===== config.mk =====
export PLATFORM = sky130hd
export DESIGN_NAME = reg_access_arbiter
export DESIGN_NICKNAME = d
export VERILOG_FILES = /design/src/rtl/reg_access_arbiter.sv
export SDC_FILE = /design/constraint.sdc
export NUM_CORES = 1
export LEC_CHECK = 0
export BUFFER_PORTS_ARGS = -buffer_cell sky130_fd_sc_hd__buf_2
export CAP_MARGIN = 20
export CORE_UTILIZATION = 42
export DETAILED_ROUTE_END_ITERATION = 6
export GPL_ROUTABILITY_DRIVEN = 0
export PLACE_DENSITY = 0.88
export SYNTH_ARGS = -nofsm -noshare
export SYNTH_HDL_FRONTEND = slang
export SYNTH_SLANG_ARGS = --single-unit
export TNS_END_PERCENT = 20

===== constraint.sdc =====
create_clock -name clk -period 3.55 [get_ports clk]
set_input_delay 0.355 -clock clk [delete_from_list [all_inputs] [get_ports clk]]
set_output_delay 0.355 -clock clk [all_outputs]
set_load 0.02 [all_outputs]

===== src/rtl/reg_access_arbiter.sv =====
// reg_access_arbiter
//   Round-robin arbiter in front of the register table. Requesters (index 0 =
//   SPI) raise single read or write accesses. One winner per access. The winner's
//   address and data are latched and presented to the table with a one-cycle
//   strobe. Reads return table data on rd_data with a one-cycle rd_valid strobe.
//
//   Optional feature: define REG_ARB_SPI_PRIO_EN to give requester 0 absolute
//   priority in IDLE. In that mode the RR pointer only advances on grants to
//   requesters 1..NUM_REQ-1.
//
// Ports
//   clk, rst   clock, asynchronous active-high reset
//   req        per-requester level request
//   req_rd     per-requester op select (1 = read, 0 = write)
//   req_addr   flat requester addresses, slice i = requester i
//   req_din    flat requester write data, slice i = requester i
//   ack        one-hot grant acknowledge (ACCESS cycle)
//   rd_valid   one-hot read-data strobe, registered
//   rd_data    read data, valid with rd_valid
//   busy       high while not IDLE
//   rt_addr    table address (registered, holds between accesses)
//   rt_din     table write data (registered, holds between accesses)
//   rt_wr      table write strobe
//   rt_rd      table read strobe
//   rt_dout    table read data, valid one cycle after rt_rd
module reg_access_arbiter #(
    parameter int unsigned NUM_REQ = 6,
    parameter int unsigned ADDR_W  = 7,
    parameter int unsigned DATA_W  = 16,
    parameter int unsigned ID_W    = 3
) (
    input  logic                      clk,
    input  logic                      rst,
    input  logic [NUM_REQ-1:0]        req,
    input  logic [NUM_REQ-1:0]        req_rd,
    input  logic [NUM_REQ*ADDR_W-1:0] req_addr,
    input  logic [NUM_REQ*DATA_W-1:0] req_din,
    output logic [NUM_REQ-1:0]        ack,
    output logic [NUM_REQ-1:0]        rd_valid,
    output logic [DATA_W-1:0]         rd_data,
    output logic                      busy,
    output logic [ADDR_W-1:0]         rt_addr,
    output logic [DATA_W-1:0]         rt_din,
    output logic                      rt_wr,
    output logic                      rt_rd,
    input  logic [DATA_W-1:0]         rt_dout
);

    typedef enum logic [1:0] {
        S_IDLE   = 2'd0,
        S_ACCESS = 2'd1,
        S_RDATA  = 2'd2
    } state_t;

    state_t              state_q, state_d;
    logic [ID_W-1:0]     ptr_q, ptr_d;
    logic [ID_W-1:0]     win_q, win_d;
    logic                op_rd_q, op_rd_d;
    logic [ADDR_W-1:0]   addr_q, addr_d;
    logic [DATA_W-1:0]   din_q, din_d;
    logic [NUM_REQ-1:0]  rd_valid_q, rd_valid_d;
    logic [DATA_W-1:0]   rd_data_q, rd_data_d;

    // Arbitration result for the current IDLE cycle
    logic                found;
    logic [ID_W-1:0]     pick_id;
    logic [ID_W-1:0]     scan_id;
    // One-hot decode of the latched winner
    logic [NUM_REQ-1:0]  grant_oh;
    logic [ID_W-1:0]     ptr_next;

    always_comb begin
        found   = 1'b0;
        pick_id = '0;
        scan_id = '0;
`ifdef REG_ARB_SPI_PRIO_EN
        if (req[0]) begin
            found   = 1'b1;
            pick_id = '0;
        end
`endif
        // Scan ptr, ptr+1, .., wrapping mod NUM_REQ; first set bit wins.
        for (int unsigned i = 0; i < NUM_REQ; i++) begin
            scan_id = ID_W'((32'(ptr_q) + i) % NUM_REQ);
            if (!found && req[scan_id]) begin
                found   = 1'b1;
                pick_id = scan_id;
            end
        end
    end

    always_comb begin
        grant_oh = '0;
        for (int unsigned i = 0; i < NUM_REQ; i++) begin
            grant_oh[i] = (win_q == ID_W'(i));
        end
        ptr_next = (win_q == ID_W'(NUM_REQ - 1)) ? '0 : win_q + ID_W'(1);
    end

    // Next-state and strobe outputs
    always_comb begin
        state_d    = state_q;
        ptr_d      = ptr_q;
        win_d      = win_q;
        op_rd_d    = op_rd_q;
        addr_d     = addr_q;
        din_d      = din_q;
        rd_valid_d = '0;
        rd_data_d  = rd_data_q;
        ack        = '0;
        rt_wr      = 1'b0;
        rt_rd      = 1'b0;
        busy       = (state_q != S_IDLE);

        unique case (state_q)
            S_IDLE: begin
                if (found) begin
                    win_d   = pick_id;
                    op_rd_d = req_rd[pick_id];
                    addr_d  = req_addr[pick_id*ADDR_W +: ADDR_W];
                    din_d   = req_din[pick_id*DATA_W +: DATA_W];
                    state_d = S_ACCESS;
                end
            end
            S_ACCESS: begin
                ack   = grant_oh;
                rt_wr = !op_rd_q;
                rt_rd = op_rd_q;
`ifdef REG_ARB_SPI_PRIO_EN
                if (win_q != '0) begin
                    ptr_d = ptr_next;
                end
`else
                ptr_d = ptr_next;
`endif
                state_d = op_rd_q ? S_RDATA : S_IDLE;
            end
            S_RDATA: begin
                // Table data is captured here and presented next cycle, while
                // the FSM is already back in IDLE arbitrating the next access.
                rd_data_d  = rt_dout;
                rd_valid_d = grant_oh;
                state_d    = S_IDLE;
            end
            default: begin
                state_d = S_IDLE;
            end
        endcase
    end

    always_ff @(posedge clk or posedge rst) begin
        if (rst) begin
            state_q    <= S_IDLE;
            ptr_q      <= '0;
            win_q      <= '0;
            op_rd_q    <= 1'b0;
            addr_q     <= '0;
            din_q      <= '0;
            rd_valid_q <= '0;
            rd_data_q  <= '0;
        end else begin
            state_q    <= state_d;
            ptr_q      <= ptr_d;
            win_q      <= win_d;
            op_rd_q    <= op_rd_d;
            addr_q     <= addr_d;
            din_q      <= din_d;
            rd_valid_q <= rd_valid_d;
            rd_data_q  <= rd_data_d;
        end
    end

    assign rt_addr  = addr_q;
    assign rt_din   = din_q;
    assign rd_valid = rd_valid_q;
    assign rd_data  = rd_data_q;

endmodule


After elaboration in Yosys (flattened, before gate mapping). Cells that the tools add are included.

Bits of input ports: 168. Word-level logic and storage cells: 87. Output and inout bits: 54. Register bits: 54.

Shift operators: 2. Div/mod/pow operators: 6. Reductions and logical operators: 15. Multipliers: 1. Magnitude comparators: 7. Equal/unequal tests: 8. Multiplexer cells: 34. $add $sub $neg: 6.

Operator list (count): 32-bit by 3-bit remainder unit with 32-bit output, second input constant (5); 96-bit by 8-bit indexed part select with 16-bit output (1); 42-bit by 7-bit indexed part select with 7-bit output (1); 3-bit by 3-bit remainder unit with 32-bit output, second input constant (1); 3-bit by 4-bit < comparator with 1-bit output, second input constant (7); 1-bit binary-select mux with 3-bit select (7); 3-bit two-way mux (7); 1-bit two-way mux (15); 6-bit two-way mux (2); 3-bit by 2-bit adder with 4-bit output, second input constant (2); 3-bit by 3-bit adder with 4-bit output, second input constant (2); 3-bit by 2-bit == test with 1-bit output, second input constant (2); 3-bit == test, second input constant (2); 1-bit zero test (6); 3-bit by 3-bit multiplier with 6-bit output, second input constant (1); 1-bit logical AND (5); 3-bit by 1-bit adder with 4-bit output, second input constant (1); 2-bit two-way mux (2); 2-bit one-hot mux with 2 select lines (1); 3-bit by 1-bit adder with 3-bit output, second input constant (1); 3-bit by 1-bit == test with 1-bit output, second input constant (1); 3-bit zero test (1); 2-bit by 1-bit == test with 1-bit output, second input constant (1); 2-bit == test, second input constant (1); 4 further kinds (4).

Depth between registers and ports, before layout.
Depth after elaboration: 21. Mapped depth: 19. Depth with buffers taken out: 16.

Worst setup path after synthesis. Ideal clock, no wire load.

Path kind: register to register. Start point: reg ptr_q[2]. End point: reg op_rd_q. Setup time: 0.120 ns. Data required time: 3.430 ns. Data arrival time: 3.716 ns. Setup slack: -0.286 ns. Buffers on the path: 3. Stages on the path, launching flop included: 19. Period minus slack after synthesis: 3.836 ns. Cell sequence: dfrtp_1 -> buf_2 -> inv_1 -> ha_1 -> a21oi_1 -> inv_1 -> ha_1 -> nand2b_1 -> or4_1 -> a21oi_1 -> a221o_1 -> mux2i_1 -> a221oi_2 -> o311ai_2 -> buf_6 -> buf_6 -> mux2i_1 -> o211ai_1 -> and3_1.

Longest elaborated chain between the ends: 21. Elaborated cells on any way between the ends: 48. Classes of those cells: 5 x add/sub; 6 x div; 26 x mux; 11 x reduce/logical.

Ends and longest elaborated chain: start: declaration (RTL line 56) `logic [ID_W-1:0] ptr_q, ptr_d;`; start signal: assignment (RTL line 163) `ptr_q <= ptr_d;`; branches (longest 21 deep; another with 32-bit by 3-bit remainder unit with 32-bit output); end signal: assignment (RTL line 165) `op_rd_q <= op_rd_d;`; end: declaration (RTL line 58) `logic op_rd_q, op_rd_d;`.

Parallel ways; which one is timed is not known. The select of a mux whose other input is x is not followed. A chain may end at the register's enable or synchronous reset.

Worst setup path after layout.
Start point: reg ptr_q[2]. End point: reg addr_q[1] (netlist: rt_addr[1]).

Longest elaborated chain between the ends: 21. Elaborated cells on any way between the ends: 48. Classes of those cells: 5 x add/sub; 1 x mul; 6 x div; 1 x shift; 24 x mux; 11 x reduce/logical.

Ends and longest elaborated chain: branches (longest 21 deep; another with 32-bit by 3-bit remainder unit with 32-bit output); end signal: assignment (RTL line 166) `addr_q <= addr_d;`; end: declaration (RTL line 59) `logic [ADDR_W-1:0] addr_q, addr_d;`.

Parallel ways; which one is timed is not known. The select of a mux whose other input is x is not followed.

==> results.json <==
{
  "yosysUniqueCellTypes": 64,
  "drt_iter0_drc": 319,
  "cpMostUsedCell": "buf_4",
  "numCtsBuffers": 5,
  "ys_top_cells_by_area": "dfrtp_1 30%, mux2i_1 17%, nand2_1 7.4%, and3_1 4.1%, ha_1 4.0%",
  "ys_warn_count": 0,
  "layout.nets": 989,
  "worst-path-max-fanout": 8,
  "rows": 37,
  "die_h_um": 105,
  "synth_top_cell_by_area": "dfrtp_1",
  "whs_ns": 0.0578,
  "worst_slack_ns": -0.162,
  "overflow": 0,
  "wl_per_cell_um": 15.7,
  "final_core_util_pct": 64.9,
  "hpwl_mm": 11.0,
  "worst_pin_slew_ns": 0.833,
  "crit_chain": "buf_4, ha_4, a21oi_4, inv_1, ha_1, nor2b_2, a211o_1, and3_4, and2_4, or2_4, buf_4, a221oi_4, o311ai_4, buf_12, buf_12, buf_4, mux2i_1, o21ai_1, and3_1",
  "worstSkewPairLatency_ns": 0.32,
  "ys_async_sr_fraction_pct": 100,
  "placed_area_mm2": 0.00616,
  "setup_viol": 24,
  "synth_seq_area_share_pct": 30.5,
  "port_buffers": 221,
  "syn_avg_cell_area_um2": 8.29,
  "crit_required_ns": 3.78,
  "ys_top_cells_by_count": "88 x nand2_1, 76 x mux2i_1, 54 x dfrtp_1, 40 x nor2_1",
  "drive_above_1_share_pct": 45.4,
  "synth-main-ff-cell": "dfrtp_1",
  "max-cap-violations": 0,
  "startpoint_type": "flip-flop",
  "cts-root-buf": "clkbuf_8",
  "grt_pass1_wl_mm": 23.6,
  "ant_nets": 0,
  "die_w_um": 105,
  "fin_skew_ns": 0.00766,
  "grt_pass1_vias": 4978,
  "critical_path_class": "flip-flop to flip-flop",
  "syn_inst": 535,
  "final_max_slew_viol_count": 0,
  "via_per_inst": 5.41,
  "clk_pin_slew_ns": 0.11,
  "timing.final.crit_period_ns": 3.71,
  "dr.pass1.iters": 6,
  "syn2layout_area_growth_pct": 50.5,
  "grt_max_degree": 30,
  "clockBufferDepth": 2,
  "drt-total-wl_mm": 14.8,
  "synth-edff-count": 0,
  "synth_top_area_share_pct": 30.5,
  "syn_nets": 717,
  "synth_area_mm2": 0.00443,
  "h-tree-depth": 2,
  "yosysMostFrequentCell": "nand2_1",
  "start_util_pct": 43.1,
  "max-slew-margin-rel_pct": 44.5,
  "rsz0062_at_grt": "true",
  "outcome": "finished, violations left",
  "dieArea_mm2": 0.0110,
  "arrival_ns": 3.94,
  "vias": 5108,
  "hold_viol_final": 0,
  "failed_checks": "setup timing",
  "dp_slack_ns": -0.399,
  "core_area_mm2": 0.0103,
  "drc": 0,
  "max_stage_delay_ns": 0.46,
  "fin_area_mm2": 0.00667,
  "antenna_found_initial": 0,
  "grt_usage_pct": 26.7,
  "hp-class": "primary input to asynchronous set/reset pin",
  "crit_path_end_kind": "flip-flop",
  "finalCritPeriodShare_pct": 105,
  "clock-sinks": 54,
  "diodes": 0,
  "fmax_ghz": 0.269,
  "ys_ff_latch": 54,
  "cts_tree": "built",
  "io_pins": 222,
  "crit_path_top_delay_cell": "dfrtp_2"
}
-- flip-flops by register name, indices dropped and copies added, names as in the netlist --
register	cells
op_rd_q	1
ptr_q	3
rd_data	16
rd_valid	6
rt_addr	7
rt_din	16
state_q	2
win_q	3
-- per-layer routing --
metal | global-route usage (%) | wire [um] | vias to the layer above
met5 | 0 | 0 | -
met4 | 7.75 | 290 | 0
met2 | 46.0 | 7510 | 236
li1 | - | - | 2437
met1 | 34.9 | 6150 | 2406
met3 | 3.31 | 868 | 29
-- path summary, 6_finish.rpt --
| path | to | depth (start not counted) | slack, ns | start |
|---|---|---|---|---|
| worst min register to register | rd_data[9] | 2 | 0.49 | rd_data[9] |
| worst max-delay path | rt_addr[1] | 19 | -0.16 | ptr_q[2] |
| min in group clk | rd_data[15] | 3 | 0.22 | rt_dout[15] |
| worst max register to register | rt_addr[1] | 19 | -0.16 | ptr_q[2] |
| worst min-delay path | rd_valid[4] | 2 | 0.06 | rst |
| max in group asynchronous | rt_addr[2] | 3 | 2.69 | rst |
-- worst max-delay path, delay by kind of cell (launching register included) --
| kind | cells | cell delay (ns) |
|---|---|---|
| AOI/OAI and AO/OA | 5 | 0.97 |
| adders and majority gates | 2 | 0.44 |
| buffers and inverters | 6 | 0.84 |
| DFF | 1 | 0.46 |
| muxes | 1 | 0.13 |
| and+or+nand+nor | 5 | 0.78 |
-- cells by family (layout without fill, tap and decap cells) --
kind of cell / after synthesis / count (layout) / share of synthesized area, %
compound gates: 106 / 106 / 15.3
xor+xnor: 6 / 6 / 1.35
fa+ha+maj: 14 / 14 / 3.95
buf+inv: 46 / 318 / 5.93
flops: 54 / 54 / 30.5
mux: 80 / 80 / 18.2
simple gates: 229 / 230 / 24.7
-- per-stage QoR --
step / setup TNS (ns) / std cells
6_report: -2.91 / 944
3_3_place_gp: -6.85 / 922
2_1_floorplan: -0.701 / 535
4_1_cts: -5.11 / 939
5_1_grt: -7.15 / 944
3_5_place_dp: -9.05 / 922
-- what timing repair did --
action | CTS | global route
buffers inserted | 5 | 5
pin swaps | 22 | 28
gates cloned | 4 | 0
endpoints found under the setup margin | 28 | 28
gates resized for setup | 28 | 31
hold buffers | 0 | 0
-- area by class of cell --
cell class / instances / area [um^2]
Inverter: 15 / 61.3
Clock buffer: 5 / 68.8
Timing Repair Buffer: 295 / 1900
Clock inverter: 3 / 23.8
Multi-Input combinational cell: 436 / 3090
Tap cell: 136 / 170
Sequential cell: 54 / 1350
Fill cell: 838 / 3610
-- cell usage in the layout, fill, tap and decap left out, drive strengths merged, types with 4 or more instances in the layout --
cell	count
mux2i	77
o21ai	36
buf	295
nor3	11
nand3	32
nand2	88
dfrtp	54
ha	14
nor4	4
nor2	40
nor2b	4
and3	29
and2	5
xnor2	5
a21oi	34
clkbuf	5
a31oi	5
inv	16
nand2b	5
Power is left out: the tool's default activity adds up to more than one toggle a clock period on the data nets, which glitch-free logic cannot reach.
